**src/rtl/regfile_wb_arbiter_if.sv**
```systemverilog
// Writeback bundle between the two requesters, the clear control and the register file write port.
// Pure wiring, no latency; the ready lines are the only backpressure toward the requesters.
// Requesters hold valid/addr/data stable until ready; the write port side has no backpressure.
//
// Signals:
//   a_valid/a_addr/a_data/a_ready : ALU writeback request and its grant
//   b_valid/b_addr/b_data/b_ready : load writeback request and its grant
//   clr_req/clr_done/busy         : clear-all request, last-write pulse, sweep in progress
//   reg_write/wr_addr/wr_data     : register file write port
// Modports: master = requester/control side, slave = the arbiter.
interface regfile_wb_arbiter_if #(
  parameter int DATA_W = 8,
  parameter int ADDR_W = 3
);
  logic              a_valid;
  logic [ADDR_W-1:0] a_addr;
  logic [DATA_W-1:0] a_data;
  logic              a_ready;

  logic              b_valid;
  logic [ADDR_W-1:0] b_addr;
  logic [DATA_W-1:0] b_data;
  logic              b_ready;

  logic              clr_req;
  logic              clr_done;
  logic              busy;

  logic              reg_write;
  logic [ADDR_W-1:0] wr_addr;
  logic [DATA_W-1:0] wr_data;

  modport master (
    output a_valid, a_addr, a_data,
    output b_valid, b_addr, b_data,
    output clr_req,
    input  a_ready, b_ready, clr_done, busy,
    input  reg_write, wr_addr, wr_data
  );

  modport slave (
    input  a_valid, a_addr, a_data,
    input  b_valid, b_addr, b_data,
    input  clr_req,
    output a_ready, b_ready, clr_done, busy,
    output reg_write, wr_addr, wr_data
  );
endinterface

```
**src/rtl/regfile_wb_arbiter.sv**
```systemverilog
// Round-robin arbiter sharing the register file write port between ALU (A) and load (B) writebacks, plus a zero-all sweep.
// Latency: handshake at edge t drives the write port after edge t; the sweep writes one register per cycle.
// Backpressure: a_ready/b_ready are combinational grants; both stay low during the sweep and while in reset.
//
// Ports:
//   clk_i  : rising-edge clock
//   rst_ni : asynchronous active-low reset
//   wb     : regfile_wb_arbiter_if.slave (requests, grants, clear control, registered write port)
module regfile_wb_arbiter #(
  parameter int DATA_W = 8,
  parameter int ADDR_W = 3
) (
  input  logic                 clk_i,
  input  logic                 rst_ni,
  regfile_wb_arbiter_if.slave  wb
);

  typedef enum logic {
    S_IDLE  = 1'b0,
    S_CLEAR = 1'b1
  } state_t;

  state_t            state_q;
  logic              rr_q;        // 0: A wins a tie, 1: B wins a tie
  logic [ADDR_W-1:0] clr_idx_q;
  logic              reg_write_q;
  logic [ADDR_W-1:0] wr_addr_q;
  logic [DATA_W-1:0] wr_data_q;
  logic              clr_done_q;

  logic arb_en;
  logic grant_a;
  logic grant_b;
  logic clr_last;

  // Grants are only offered in IDLE with no clear pending; a clear request
  // in the same cycle takes priority over both requesters.
  assign arb_en  = (state_q == S_IDLE) && !wb.clr_req;
  assign grant_a = arb_en && wb.a_valid && (!wb.b_valid || !rr_q);
  assign grant_b = arb_en && wb.b_valid && (!wb.a_valid ||  rr_q);

  // Grants are masked while reset is asserted so a requester can never see
  // a handshake that the (held-in-reset) datapath would not record.
  assign wb.a_ready = grant_a && rst_ni;
  assign wb.b_ready = grant_b && rst_ni;

  assign clr_last = (clr_idx_q == {ADDR_W{1'b1}});

  always_ff @(posedge clk_i or negedge rst_ni) begin
    if (!rst_ni) begin
      state_q     <= S_IDLE;
      rr_q        <= 1'b0;
      clr_idx_q   <= '0;
      reg_write_q <= 1'b0;
      wr_addr_q   <= '0;
      wr_data_q   <= '0;
      clr_done_q  <= 1'b0;
    end else begin
      case (state_q)
        S_IDLE: begin
          clr_done_q <= 1'b0;
          if (wb.clr_req) begin
            state_q     <= S_CLEAR;
            clr_idx_q   <= '0;
            reg_write_q <= 1'b0;
          end else if (grant_a) begin
            reg_write_q <= 1'b1;
            wr_addr_q   <= wb.a_addr;
            wr_data_q   <= wb.a_data;
            rr_q        <= 1'b1;
          end else if (grant_b) begin
            reg_write_q <= 1'b1;
            wr_addr_q   <= wb.b_addr;
            wr_data_q   <= wb.b_data;
            rr_q        <= 1'b0;
          end else begin
            // Address/data hold their last values; only the enable drops.
            reg_write_q <= 1'b0;
          end
        end

        S_CLEAR: begin
          reg_write_q <= 1'b1;
          wr_addr_q   <= clr_idx_q;
          wr_data_q   <= '0;
          clr_idx_q   <= clr_idx_q + ADDR_W'(1);  // wraps to 0 after the last register
          if (clr_last) begin
            clr_done_q <= 1'b1;
            state_q    <= S_IDLE;
          end else begin
            clr_done_q <= 1'b0;
          end
        end

        default: begin
          state_q     <= S_IDLE;
          reg_write_q <= 1'b0;
          clr_done_q  <= 1'b0;
        end
      endcase
    end
  end

  assign wb.reg_write = reg_write_q;
  assign wb.wr_addr   = wr_addr_q;
  assign wb.wr_data   = wr_data_q;
  assign wb.clr_done  = clr_done_q;
  assign wb.busy      = (state_q == S_CLEAR);

endmodule

```
**src/flat_wrapper.sv**
```systemverilog
// flat-port wrapper written by rule: the top's interface ports become plain ports
module regfile_wb_arbiter_flat 
#(
  parameter int DATA_W = 8,
  parameter int ADDR_W = 3
)
  (clk_i, rst_ni, wb_a_valid, wb_a_addr, wb_a_data, wb_b_valid, wb_b_addr, wb_b_data, wb_clr_req, wb_a_ready, wb_b_ready, wb_clr_done, wb_busy, wb_reg_write, wb_wr_addr, wb_wr_data);
  regfile_wb_arbiter_if #(.DATA_W(DATA_W), .ADDR_W(ADDR_W)) wb_i ();
  input  logic clk_i;
  input  logic rst_ni;
  input wire logic [$bits(wb_i.a_valid)-1:0] wb_a_valid;
  input wire logic [$bits(wb_i.a_addr)-1:0] wb_a_addr;
  input wire logic [$bits(wb_i.a_data)-1:0] wb_a_data;
  input wire logic [$bits(wb_i.b_valid)-1:0] wb_b_valid;
  input wire logic [$bits(wb_i.b_addr)-1:0] wb_b_addr;
  input wire logic [$bits(wb_i.b_data)-1:0] wb_b_data;
  input wire logic [$bits(wb_i.clr_req)-1:0] wb_clr_req;
  output wire logic [$bits(wb_i.a_ready)-1:0] wb_a_ready;
  output wire logic [$bits(wb_i.b_ready)-1:0] wb_b_ready;
  output wire logic [$bits(wb_i.clr_done)-1:0] wb_clr_done;
  output wire logic [$bits(wb_i.busy)-1:0] wb_busy;
  output wire logic [$bits(wb_i.reg_write)-1:0] wb_reg_write;
  output wire logic [$bits(wb_i.wr_addr)-1:0] wb_wr_addr;
  output wire logic [$bits(wb_i.wr_data)-1:0] wb_wr_data;
  assign wb_i.a_valid = wb_a_valid;
  assign wb_i.a_addr = wb_a_addr;
  assign wb_i.a_data = wb_a_data;
  assign wb_i.b_valid = wb_b_valid;
  assign wb_i.b_addr = wb_b_addr;
  assign wb_i.b_data = wb_b_data;
  assign wb_i.clr_req = wb_clr_req;
  assign wb_a_ready = wb_i.a_ready;
  assign wb_b_ready = wb_i.b_ready;
  assign wb_clr_done = wb_i.clr_done;
  assign wb_busy = wb_i.busy;
  assign wb_reg_write = wb_i.reg_write;
  assign wb_wr_addr = wb_i.wr_addr;
  assign wb_wr_data = wb_i.wr_data;
  regfile_wb_arbiter #(.DATA_W(DATA_W), .ADDR_W(ADDR_W)) u_core (.clk_i(clk_i), .rst_ni(rst_ni), .wb(wb_i));
endmodule
```
**config.mk**
```make
export PLATFORM = sky130hd
export DESIGN_NAME = regfile_wb_arbiter_flat
export DESIGN_NICKNAME = d
export VERILOG_FILES = /design/src/rtl/regfile_wb_arbiter_if.sv /design/src/rtl/regfile_wb_arbiter.sv /design/src/flat_wrapper.sv
export SDC_FILE = /design/constraint.sdc
export NUM_CORES = 1
export LEC_CHECK = 0
export BUFFER_PORTS_ARGS = -buffer_cell sky130_fd_sc_hd__buf_2
export CAP_MARGIN = 10
export CORE_MARGIN = 5
export CORE_UTILIZATION = 46
export DETAILED_ROUTE_END_ITERATION = 10
export PLACE_DENSITY = 0.85
export SKIP_LAST_GASP = 1
export SLEW_MARGIN = 20
export SYNTH_ARGS = -nofsm -noshare
export SYNTH_HDL_FRONTEND = slang
export SYNTH_SLANG_ARGS = --single-unit
```
**constraint.sdc**
```tcl
create_clock -name clk_i -period 1.5 [get_ports clk_i]
set_input_delay 0.075 -clock clk_i [delete_from_list [all_inputs] [get_ports clk_i]]
set_output_delay 0.075 -clock clk_i [all_outputs]
set_load 0.03 [all_outputs]
```
Yosys cells after proc, flatten, opt, wreduce, memory -nomap -nowiden

Index checks and enable logic that the tools add are counted.

Flip-flop bits (word level): 18
Output and inout bits: 16
Word-level logic and storage cells: 51

Add/subtract/negate cells: 1
Equality and inequality tests: 4
Mux-type cells: 21
Bitwise operators: 2
Reduce and logical (&&, ||, !) cells: 16

Operator list:

| kind                                                            | number |
|---|---|
| 8-bit 2-to-1 mux                                                | 3 |
| 8-bit one-hot mux with 2 select lines                           | 1 |
| 3-bit 2-to-1 mux                                                | 4 |
| 3-bit one-hot mux with 2 select lines                           | 2 |
| 1-bit 2-to-1 mux                                                | 8 |
| 1-bit logical AND                                               | 7 |
| 1-bit one-hot mux with 2 select lines                           | 3 |
| 1-bit zero test                                                 | 4 |
| 2-bit != test, second input constant                            | 2 |
| 3-bit by 1-bit adder with 3-bit output, second input constant   | 1 |
| 3-bit equality test, second input constant                      | 1 |
| 3-bit by 1-bit != test with 1-bit output, second input constant | 1 |
| 3-bit AND reduction                                             | 1 |
| 1-bit logical OR                                                | 2 |
| 1-bit NOT                                                       | 2 |
| 2-bit AND reduction                                             | 1 |
| 2-bit nonzero test                                              | 1 |

Longest topological paths before layout

Depth in word-level cells: 8
Gate-level depth with buffers: 4

Worst setup path after synthesis

Ideal clock, no wire load.

Path type: reg2out
Start point: register u_core.state_q, in the netlist u_core.wb.busy
End point: output port wb_b_ready
Data arrival time: 1.270 ns
Data required time: 1.425 ns
Slack: 0.155 ns
Stages on the path, launching flop included: 4
Cells stage by stage: dfrtp_1 -> clkbuf_1 -> nor2_2 -> and4_1

Longest elaborated chain between the ends: 5

Ends and longest elaborated chain:

| item                           | RTL line                 | text |
|---|---|---|
| start: declaration             | regfile_wb_arbiter.sv:23 | `state_t state_q;` |
| start signal: assignment       | regfile_wb_arbiter.sv:51 | `state_q <= S_IDLE;` |
| start signal: assignment       | regfile_wb_arbiter.sv:63 | `state_q <= S_CLEAR;` |
| start signal: assignment       | regfile_wb_arbiter.sv:89 | `state_q <= S_IDLE;` |
| 1-bit NOT (no line)            | --                       |  |
| 1-bit logical AND              | regfile_wb_arbiter.sv:38 | `assign arb_en = (state_q == S_IDLE) && !wb.clr_req;` |
| 1-bit logical AND (2 in a row) | regfile_wb_arbiter.sv:40 | `assign grant_b = arb_en && wb.b_valid && (!wb.a_valid \|\| rr_q);` |
| 1-bit logical AND              | regfile_wb_arbiter.sv:45 | `assign wb.b_ready = grant_b && rst_ni;` |
| end: declaration               | flat_wrapper.sv:19       | `output wire logic [$bits(wb_i.b_ready)-1:0] wb_b_ready;` |

No other way between the ends.

Worst setup path in the final report

Start point: register u_core.rr_q
End point: output port wb_b_ready

Longest elaborated chain between the ends: 3

Ends and longest elaborated chain:

| item                     | RTL line                 | text |
|---|---|---|
| start: declaration       | regfile_wb_arbiter.sv:24 | `logic rr_q;` |
| start signal: assignment | regfile_wb_arbiter.sv:52 | `rr_q <= 1'b0;` |
| start signal: assignment | regfile_wb_arbiter.sv:70 | `rr_q <= 1'b1;` |
| start signal: assignment | regfile_wb_arbiter.sv:75 | `rr_q <= 1'b0;` |
| 1-bit logical OR         | regfile_wb_arbiter.sv:40 |  |
| 1-bit logical AND        | regfile_wb_arbiter.sv:40 |  |
| 1-bit logical AND        | regfile_wb_arbiter.sv:45 |  |

No other way between the ends.

==> impl_metrics.env <==
export IMPL_io_buffers=42
export IMPL_via_per_inst=4.944
export IMPL_tightest_slew_ns=0.2263
export IMPL_drt_iter0_markers=11
export IMPL_dp_cells=153
export IMPL_seq_area_frac_synth=0.4669
export IMPL_rr_endpoint="u_core.wb.wr_data[0]"
export IMPL_syn_to_final_growth_pct=35.41
export IMPL_gp_congestion=0.7556
export IMPL_rrSetupSlack_ns=0.16
export IMPL_hold_ws_ns=0.04575
export IMPL_setup_viol_count_final=0
export IMPL_critPathLaunchType="flop"
export IMPL_worstPathArrival_ns=1.35
export IMPL_fp_dieH_um=55.80
export IMPL_fin_crit_ns=1.421
export IMPL_finalCritPeriodShare=0.9472
export IMPL_cts_clk_slew_worst_paths_ns=0.10
export IMPL_path_max_fanout=3
export IMPL_min_from="wb_b_valid"
export IMPL_yosys_register_bits=18
export IMPL_die_area_sq_mm=0.003113
export IMPL_max_freq_mhz=703.8
export IMPL_routed_wirelength_um=2218
export IMPL_insertion_delay_ns=0.29
export IMPL_cts_sinks=18
export IMPL_dpl_instance_area_sq_mm=0.001222
export IMPL_vias=801
export IMPL_core_area_sq_mm=0.001982
export IMPL_routedWlPerCell_um=13.69
export IMPL_grt_pass1_vias=828
export IMPL_max_slew_margin_rel=0.8486
export IMPL_synth_warnings=0
export IMPL_n_antenna_cell=0
export IMPL_hold_violations=0
export IMPL_postSynthCellCount=83
export IMPL_die_w_um=55.80
export IMPL_r2r_start="u_core.rr_q"
export IMPL_hold_end="u_core.rr_q"
export IMPL_drive_above_1_share=0.4296
export IMPL_ir_worst_vdd_mv=0.8325
export IMPL_stdcell_count=162
export IMPL_setup_worst_path_class="reg -> out"
export IMPL_grt_max_degree=17
export IMPL_design_area_sq_mm=0.001306
export IMPL_powerDensity_mw_per_mm2=1603
export IMPL_dp_hpwl_um=1745
export IMPL_ys_types=24
export IMPL_htree_levels=1
export IMPL_whs_path_depth=2
export IMPL_rsz0062_at_grt="true"
export IMPL_cp_end_kind="primary output"
export IMPL_layout_common_cells="41 x buf_2, 23 x mux2i_1, 18 x dfrtp_1"
export IMPL_cts_tree="yes"
export IMPL_drtAntennaViolNets=0
export IMPL_maxCapViolCount=0
export IMPL_start_util=0.4867
export IMPL_fin_skew_ns=0.001859
export IMPL_synth_area_per_cell_sq_um=11.62
export IMPL_tns_ns=0
export IMPL_core_rowCount=16
export IMPL_grt_overflow=0
export IMPL_crit_required_ns=1.42
export IMPL_syn_nets=112
export IMPL_rr_worst_depth=5
export IMPL_numCtsBuffers=3
export IMPL_nNetsFinal=165
export IMPL_first_pass_iters=4
export IMPL_clock_path_buffers=2
export IMPL_track_usage=0.1467
export IMPL_status="complete, no violations"
export IMPL_power_mw=2.094
export IMPL_grt_pass1_wl_um=3608
export IMPL_syn_area_sq_um=964.7
export IMPL_root_buffer="clkbuf_4"
export IMPL_final_common_cell="buf_2"
export IMPL_p_leak_nw=0.6867
export IMPL_route_detailed_drc=0
export IMPL_drv_slew=0
export IMPL_hold_path_class="in -> reg"
export IMPL_pin_count=43
export IMPL_antenna_found_initial=0
-- final cells by class --
type | count | area (sq um)
inverter | 2 | 7.507
multi-input combinational | 59 | 475.5
tap | 27 | 33.78
fill | 175 | 675.6
timing repair buffer | 52 | 302.8
sequential | 18 | 450.4
clock buffer | 4 | 36.28
-- logic make-up (layout without fill, tap and decap cells) --
group | Yosys count | count (layout) | synth area share
compound gates | 10 | 10 | 0.07524
buf+inv | 6 | 58 | 0.04539
flops | 18 | 18 | 0.4669
simple gates | 24 | 24 | 0.1479
mux | 23 | 23 | 0.2387
fa+ha+maj | 2 | 2 | 0.02594
-- worst max-delay path, stage by stage (launching register included) --
cell and delay, ns:
dfrtp_1 0.43, or2b_1 0.25, and4_1 0.20, buf_2 0.17
-- synthesized netlist by cell type --
cell type / count / area [sq um]
buf_12: 1 / 20.02
and3_1: 1 / 6.260
nor2_1: 2 / 7.510
a21boi_4: 1 / 18.77
a31oi_1: 1 / 6.260
nor3_2: 1 / 10.01
o21bai_1: 1 / 7.510
nor2_2: 1 / 6.260
nand2_1: 4 / 15.01
and2_1: 1 / 6.260
ha_1: 2 / 25.02
nand2b_1: 11 / 68.82
buf_2: 1 / 5.000
a21oi_1: 2 / 10.01
dfrtp_1: 18 / 450.4
o21ai_0: 4 / 20.02
inv_1: 2 / 7.510
and4_1: 1 / 8.760
mux2i_1: 23 / 230.2
buf_4: 1 / 7.510
nor2b_1: 1 / 6.260
or2b_1: 1 / 7.510
o211a_1: 1 / 10.01
clkbuf_1: 1 / 3.750
-- where the power goes --
part / total [mW] / switching (mW) / internal, mW
sequential: 0.770 / 0.123 / 0.647
combinational: 1.03 / 0.567 / 0.458
clock: 0.299 / 0.151 / 0.148
total: 2.09 / 0.841 / 1.25
-- metrics by stage --
stage | worst slack [ns] | util
finish | 0.07920 | 0.6591
global route | -0.002878 | 0.6591
CTS | 0.02288 | 0.6452
detailed placement | 0.2931 | 0.6168
global placement | 0.3409 | 0.6168
floorplan | 0.1553 | -
-- timing repair --
action / CTS / global route
setup endpoints to repair: 1 / 2
cloned: 0 / 0
buffers inserted: 1 / 3
hold buffers: 1 / 0
hold endpoints to repair: 18 / 0
resized for setup: 1 / 1
-- flip-flops by register name, summed over array words and instances (netlist names) --
signal	flops
u_core.wb.busy	1
u_core.wb.clr_done	1
u_core.wb.reg_write	1
u_core.rr_q	1
u_core.wb.wr_data	8
u_core.wb.wr_addr	3
u_core.clr_idx_q	3
-- worst max-delay path by stage --
stage          cells after the start                    to  slack [ns]           start
6_report                           3            wb_b_ready        0.08     u_core.rr_q
5_1_grt                            3            wb_b_ready      -0.003  u_core.wb.busy
4_1_cts                            3            wb_b_ready        0.02  u_core.wb.busy
3_5_place_dp                       4  u_core.wb.wr_addr[1]        0.29     u_core.rr_q
3_3_place_gp                       4            wb_a_ready        0.34     u_core.rr_q
2_1_floorplan                      3            wb_b_ready        0.16  u_core.wb.busy
-- metal layers --
| layer | part of all wire | global-route usage | routed length (um) | vias to the layer above |
|---|---|---|---|---|
| met5 | 0 | 0 | 0 | - |
| met1 | 0.40 | 0.1590 | 888 | 379 |
| met3 | 0.062 | 0.05800 | 138 | 4 |
| met2 | 0.53 | 0.2584 | 1173 | 27 |
| li1 | - | - | - | 391 |
| met4 | 0.0077 | 0.04861 | 17 | 0 |
(Power assumes the default switching activity.)
